==> src/rtl/int_pkg.sv <==
`default_nettype none
// ============================================================================
//  Module      : int_pkg
//  Description : Shared definitions for the interrupt controller. Contains the
//                ESTAT.IS bit layout and the controller FSM state encoding.
//  Ports       : none (package)
//  Revision    : 1.0  initial release
// ============================================================================
package int_pkg;

    // Fixed low part of the IS vector: two software bits, then hardware lines.
    localparam int unsigned SWI0     = 0;
    localparam int unsigned SWI1     = 1;
    localparam int unsigned HWI_BASE = 2;

    // Timer and IPI sit above the external lines and one reserved bit, so
    // their position moves with the number of external lines.
    function automatic int unsigned ti_bit(input int unsigned num_ext);
        return num_ext + 3;
    endfunction

    function automatic int unsigned ipi_bit(input int unsigned num_ext);
        return num_ext + 4;
    endfunction

    // Positions for the default 8-line configuration.
    localparam int unsigned TI_BIT  = ti_bit(8);
    localparam int unsigned IPI_BIT = ipi_bit(8);

    // Controller state encoding.
    typedef enum logic [1:0] {
        ST_IDLE    = 2'd0,
        ST_REQ     = 2'd1,
        ST_SERVICE = 2'd2
    } int_state_e;

endpackage
`default_nettype wire

==> src/rtl/irq_sync_edge.sv <==
`default_nettype none
// ============================================================================
//  Module      : irq_sync_edge
//  Description : One interrupt line: multi-flop synchroniser, rising-edge
//                detector and a pending flop with set-over-clear priority.
//                In level mode the output is the last synchroniser stage and
//                the clear input has no effect.
//  Ports       : clk    in  core clock
//                rst_n  in  asynchronous active-low reset
//                irq_in in  asynchronous interrupt line
//                clr    in  clear pulse for the edge-latched pending bit
//                pend   out pending (edge mode) or synchronised level
//  Revision    : 1.0  initial release
// ============================================================================
module irq_sync_edge #(
    parameter int unsigned SYNC_STAGES = 2,
    parameter bit          EDGE        = 1'b1
) (
    input  logic clk,
    input  logic rst_n,
    input  logic irq_in,
    input  logic clr,
    output logic pend
);

    logic [SYNC_STAGES-1:0] sync_q;
    logic [SYNC_STAGES-1:0] sync_d;
    logic                   prev_q;
    logic                   prev_d;
    logic                   pend_q;
    logic                   pend_d;
    logic                   w_sync;
    logic                   w_rise;

    always_comb begin
        sync_d = {sync_q[SYNC_STAGES-2:0], irq_in};
        w_sync = sync_q[SYNC_STAGES-1];
        prev_d = w_sync;
        w_rise = w_sync & ~prev_q;
        // A new edge in the same cycle as a clear must not be lost.
        pend_d = w_rise | (pend_q & ~clr);
    end

    always_ff @(posedge clk or negedge rst_n) begin
        if (!rst_n) begin
            sync_q <= '0;
            prev_q <= 1'b0;
            pend_q <= 1'b0;
        end else begin
            sync_q <= sync_d;
            prev_q <= prev_d;
            pend_q <= pend_d;
        end
    end

    generate
        if (EDGE) begin : g_edge
            assign pend = pend_q;
        end else begin : g_level
            assign pend = w_sync;
        end
    endgenerate

endmodule
`default_nettype wire

==> src/rtl/int_ctrl_v2.sv <==
`default_nettype none
// ============================================================================
//  Module      : int_ctrl_v2
//  Description : Interrupt controller for the 5-stage core. Builds the
//                ESTAT.IS pending vector from software, external, timer and
//                IPI sources, picks the highest enabled index and runs a
//                request/ack/service handshake with the WB stage.
//  Ports       : clk, rst_n          clock, async active-low reset
//                ext_irq[NUM_EXT]    async external lines
//                timer_irq, ipi_irq  timer (edge) and IPI (level) lines
//                swi[2]              software interrupt bits (synchronous)
//                timer_clr, is_clr   clears for edge-latched pending bits
//                gie, ecfg_lie       global and per-source enables
//                estat_is            pending vector to ESTAT.IS
//                int_req, int_cause  request and winning IS index
//                int_ack, wb_pc      WB accept and its PC
//                int_pc              PC captured on accept (ERA source)
//                ertn, in_service    handler return and handler-active flag
//  Revision    : 1.0  initial release
// ============================================================================
module int_ctrl_v2
    import int_pkg::*;
#(
    parameter  int unsigned NUM_EXT     = 8,
    parameter  int unsigned SYNC_STAGES = 2,
    parameter  logic [7:0]  EDGE_MASK   = 8'hFF,
    parameter  int unsigned PC_W        = 32,
    parameter  int unsigned CAUSE_W     = 6,
    localparam int unsigned IS_W        = NUM_EXT + 5
) (
    input  logic               clk,
    input  logic               rst_n,
    input  logic [NUM_EXT-1:0] ext_irq,
    input  logic               timer_irq,
    input  logic               ipi_irq,
    input  logic [1:0]         swi,
    input  logic               timer_clr,
    input  logic [IS_W-1:0]    is_clr,
    input  logic               gie,
    input  logic [IS_W-1:0]    ecfg_lie,
    output logic [IS_W-1:0]    estat_is,
    output logic               int_req,
    output logic [CAUSE_W-1:0] int_cause,
    input  logic               int_ack,
    input  logic [PC_W-1:0]    wb_pc,
    output logic [PC_W-1:0]    int_pc,
    input  logic               ertn,
    output logic               in_service
);

    localparam int unsigned c_TI_BIT  = ti_bit(NUM_EXT);
    localparam int unsigned c_IPI_BIT = ipi_bit(NUM_EXT);
    localparam int unsigned c_RSV_BIT = NUM_EXT + 2;

    // ------------------------------------------------------------------
    // Per-line synchronisation and pending capture
    // ------------------------------------------------------------------
    logic [NUM_EXT-1:0] w_ext_pend;
    logic               w_ti_pend;
    logic               w_ipi_pend;

    generate
        for (genvar i = 0; i < NUM_EXT; i++) begin : g_ext
            irq_sync_edge #(
                .SYNC_STAGES (SYNC_STAGES),
                .EDGE        (EDGE_MASK[i])
            ) u_line (
                .clk    (clk),
                .rst_n  (rst_n),
                .irq_in (ext_irq[i]),
                .clr    (is_clr[HWI_BASE+i]),
                .pend   (w_ext_pend[i])
            );
        end
    endgenerate

    // The timer can be cleared either through TICLR or through its IS bit.
    irq_sync_edge #(
        .SYNC_STAGES (SYNC_STAGES),
        .EDGE        (1'b1)
    ) u_timer (
        .clk    (clk),
        .rst_n  (rst_n),
        .irq_in (timer_irq),
        .clr    (timer_clr | is_clr[c_TI_BIT]),
        .pend   (w_ti_pend)
    );

    irq_sync_edge #(
        .SYNC_STAGES (SYNC_STAGES),
        .EDGE        (1'b0)
    ) u_ipi (
        .clk    (clk),
        .rst_n  (rst_n),
        .irq_in (ipi_irq),
        .clr    (1'b0),
        .pend   (w_ipi_pend)
    );

    // Clear bits for software, reserved and IPI positions have no target.
    logic w_unused_clr;
    assign w_unused_clr = ^{is_clr[SWI1:SWI0], is_clr[c_RSV_BIT], is_clr[c_IPI_BIT]};

    // Software bits are already synchronous and pass straight through.
    assign estat_is = {w_ipi_pend, w_ti_pend, 1'b0, w_ext_pend, swi};

    // ------------------------------------------------------------------
    // Fixed-priority arbitration: highest enabled index wins
    // ------------------------------------------------------------------
    logic [IS_W-1:0]    w_en;
    logic               w_any_en;
    logic [CAUSE_W-1:0] w_win;
    logic               w_cause_en;

    int_state_e         state_q;
    int_state_e         state_d;
    logic [CAUSE_W-1:0] cause_q;
    logic [CAUSE_W-1:0] cause_d;
    logic [PC_W-1:0]    pc_q;
    logic [PC_W-1:0]    pc_d;

    always_comb begin
        w_en       = estat_is & ecfg_lie;
        w_any_en   = |w_en;
        w_win      = '0;
        w_cause_en = 1'b0;
        for (int i = 0; i < int'(IS_W); i++) begin
            if (w_en[i]) begin
                w_win = CAUSE_W'(i);
            end
            // Enable bit of the source frozen in cause_q.
            if (cause_q == CAUSE_W'(i)) begin
                w_cause_en = w_en[i];
            end
        end
    end

    // ------------------------------------------------------------------
    // Handshake FSM
    // ------------------------------------------------------------------
    always_ff @(posedge clk or negedge rst_n) begin
        if (!rst_n) begin
            state_q <= ST_IDLE;
            cause_q <= '0;
            pc_q    <= '0;
        end else begin
            state_q <= state_d;
            cause_q <= cause_d;
            pc_q    <= pc_d;
        end
    end

    always_comb begin
        state_d    = state_q;
        cause_d    = cause_q;
        pc_d       = pc_q;
        int_req    = 1'b0;
        in_service = 1'b0;
        unique case (state_q)
            ST_IDLE: begin
                if (gie && w_any_en) begin
                    state_d = ST_REQ;
                    cause_d = w_win;
                end
            end
            ST_REQ: begin
                int_req = 1'b1;
                // Accept takes precedence over a simultaneous withdraw; a
                // newly arrived higher source does not replace the cause.
                if (int_ack) begin
                    state_d = ST_SERVICE;
                    pc_d    = wb_pc;
                end else if (!w_cause_en || !gie) begin
                    state_d = ST_IDLE;
                end
            end
            ST_SERVICE: begin
                in_service = 1'b1;
                if (ertn) begin
                    state_d = ST_IDLE;
                end
            end
            default: begin
                state_d = ST_IDLE;
            end
        endcase
    end

    assign int_cause = cause_q;
    assign int_pc    = pc_q;

endmodule
`default_nettype wire

==> config.mk <==
export PLATFORM = sky130hd
export DESIGN_NAME = int_ctrl_v2
export DESIGN_NICKNAME = d
export VERILOG_FILES = /design/src/rtl/int_pkg.sv /design/src/rtl/irq_sync_edge.sv /design/src/rtl/int_ctrl_v2.sv
export SDC_FILE = /design/constraint.sdc
export NUM_CORES = 1
export LEC_CHECK = 0
export ABC_CLOCK_PERIOD_IN_PS = 3560
export CAP_MARGIN = 20
export CORE_ASPECT_RATIO = 0.7
export CORE_MARGIN = 3
export CORE_UTILIZATION = 45
export CTS_CLUSTER_DIAMETER = 30
export DETAILED_ROUTE_END_ITERATION = 8
export GPL_TIMING_DRIVEN = 1
export PLACE_DENSITY = 0.92
export RECOVER_POWER = 50
export SLEW_MARGIN = 20
export SYNTH_ARGS = -nofsm -noshare
export SYNTH_HDL_FRONTEND = slang
export SYNTH_HIERARCHICAL = 1
export SYNTH_SLANG_ARGS = --single-unit
==> constraint.sdc <==
create_clock -name clk -period 3.56 [get_ports clk]
set_clock_uncertainty 0.1 [all_clocks]
set_input_delay 0.712 -clock clk [delete_from_list [all_inputs] [get_ports clk]]
set_output_delay 0.712 -clock clk [all_outputs]
set_load 0.005 [all_outputs]
==> out/qor.csv <==
metric;value;unit
area_delta_synth_final;49.62;%
grt_use_total;18.50;%
port_buffers;120;
start_util;46.83;%
hp-class;register to register;
yosysMostFrequentCell;dfrtp_1;
clkPwrFrac;26.1;%
cp-end-kind;output pin;
worstMarginPinSlew;1827;ps
grt-ovfl-total;0;
place_area;4169;um^2
crit_buf_inv;2;
p_leak;1.917;nW
grt_pass1_wl;10610;um
finalWeightedCongestion;0.8015;
min_period_over_period;72.95;%
dp_hpwl;5148;um
yosysWarnings;6;
cts_hold_buf;0;
seqPwrFrac;41.4;%
worstSetupStartpointType;input port;
clock-sinks;76;
cts.htree.levels;3;
ys_top_cells_by_count;dfrtp_1 (76), mux2_2 (33), nand2_1 (20);
synthCells;215;
clk-insertion-delay-late;330;ps
cp_cell_sequence;clkdlybuf4s50_1 -> clkdlybuf4s50_1;
placementRows;24;
switchingPower;802.0;uW
slew_violations;77;
ys.flop_type;dfrtp_1;
violations;capacitance limit, slew limit;
multi_input_area;885.9;um^2
async_flop_share;100.0;%
wl_per_cell;15.99;um
first_pass_iters;4;
max-cap-violations;1;
max_clock_freq;0.3850;GHz
first_global_vias;2262;
drt-total-wl;6701;um
seq_area_frac_synth;64.41;%
vdd_drop_max;0.0004082;V
via_count;2104;
core_region_area;6306;um^2
io_pins;129;
crit_type;input port to output pin;
drive_gt1_share;18.48;%
crit_top_cell;clkdlybuf4s50_1;
synth_area;2953;um^2
die_w;102.8;um
tns;0;ps
fin_nets;412;
drtIter0Drc;87;
ant_nets;0;
diodes;0;
cts_resized;0;
period_needed;2597;ps
cts.clk_slew.worst_paths;70;ps
combPwrFrac;32.5;%
dieArea;7586;um^2
die_height;73.78;um
seqCellArea;1902;um^2
synth-seq-cells;76;
root_buffer;clkbuf_8;
finalPower;3.096;mW
synth_area_leader_cell;dfrtp_1;
setup_viol;0;
clock_path_buffers;2;
cp.arrival;1790;ps
final_hold_viol_count;0;
yosys-top-cells-area;dfrtp_1 (64%), mux2_2 (13%), o22ai_2 (3.8%);
crit_fanout;4;
synth_edf_count;0;
post_cts_buffers;0;
worstPathRequired;2750;ps
cts_inserted_buffers;9;
drc;0;
synth.distinct_cells;36;
cp_top_family;buffers and inverters;
p_sw_share;25.90;%
status;finished, violations left;
cts_tree;yes;
slowest_stage;clkdlybuf4s50_1;
slowest_delay;540;ps
syn_avg_cell_area;13.73;um^2
fillCellCount;464;
synth_top_area_share;64.41;%
slew_headroom;-21.78;%
stdcell_area;4418;um^2
grt_max_degree;77;
viasPerCell;5.021;
rsz0062_at_grt;no;
internal_power;2.294;mW
power_density;700.9;nW/um^2
antenna_found_initial;0;
[cell usage in the layout, fill, tap and decap left out, drive strengths merged, types with 2 or more instances in the layout]
cell and count:
a21oi 4, a22oi 3, a31oi 3, bufinv 3
clkbuf 12, clkdlybuf4s50 101, conb 3, dfrtp 76
dlygate4sd3 18, inv 20, mux2 33, nand2 20
nand2b 3, nand3 2, nand3b 3, nand4 2
nor3 2, o21ai 3, o22ai 11, o31ai 2
or3 2
[state kept, by name, indices dropped and copies added (netlist names), 2 cells and up]
signal / cells
g_ext.u_line/sync_q: 16
int_cause: 4
int_pc: 32
g_ext.u_line/prev_q: 8
state_q: 2
u_ipi/sync_q: 2
u_timer/sync_q: 2
g_ext.u_line/pend: 8
[per-stage QoR]
step	cells	hold WS, ps	worst slack, ps	util, %
after CTS	419	256.1	967.3	70.20
after global routing	419	262.4	944.5	70.06
final	419	254.7	962.8	70.06
after floorplan	217	231.2	1553	-
after global placement	403	232.9	995.2	66.11
after detailed placement	403	237.3	967.3	66.11
[metal layers]
layer	vias to the layer above	wire (um)	GRT usage [%]
met5	-	0	0
met1	1032	2610	22.57
met4	0	44	4.885
li1	978	-	-
met2	88	3517	31.47
met3	6	528	6.546
[final timing paths]
| kind | endpoint | cells after the start | slack (ps) | start |
|---|---|---|---|---|
| max | estat_is[1] | 2 | 960 | swi[1] |
| min in group asynchronous | g_ext[1].u_line/sync_q[0] | 1 | 770 | rst_n |
| max reg2reg | int_cause[1] | 4 | 1700 | g_ext[1].u_line/pend |
| max in group asynchronous | g_ext[7].u_line/sync_q[1] | 1 | 1500 | rst_n |
| min reg2reg | g_ext[5].u_line/sync_q[1] | 0 | 250 | g_ext[5].u_line/sync_q[0] |
| min | g_ext[5].u_line/sync_q[1] | 0 | 250 | g_ext[5].u_line/sync_q[0] |
[cell type report]
class / count / area share [%]
Inverter: 19 / 1.614
Tap cell: 78 / 2.209
Clock inverter: 5 / 2.407
Multi-Input combinational cell: 109 / 20.05
Timing Repair Buffer: 121 / 27.24
Sequential cell: 76 / 43.05
Clock buffer: 11 / 3.427
[power by group through the flow]
stage                     registers, mW  logic, mW  clock network [mW]
after detailed placement           1.30       1.02                   0
after CTS                          1.29       1.02               0.834
after global routing               1.32       1.09               0.876
final                              1.28       1.01               0.808
after floorplan                    1.26      0.434                   0
after global placement             1.27      0.991                   0
[kinds of logic (layout without fill, tap and decap cells)]
kind of cell / after synthesis / in the layout / synth area share (%)
buffers and inverters: 32 / 156 / 5.636
multiplexers: 33 / 33 / 12.58
AO/OA/AOI/OAI: 32 / 32 / 10.00
flip-flops: 76 / 76 / 64.41
other: 1 / 3 / 0.1270
AND/OR/NAND/NOR: 41 / 41 / 7.246
No activity file was read; power rests on OpenSTA's default activity.
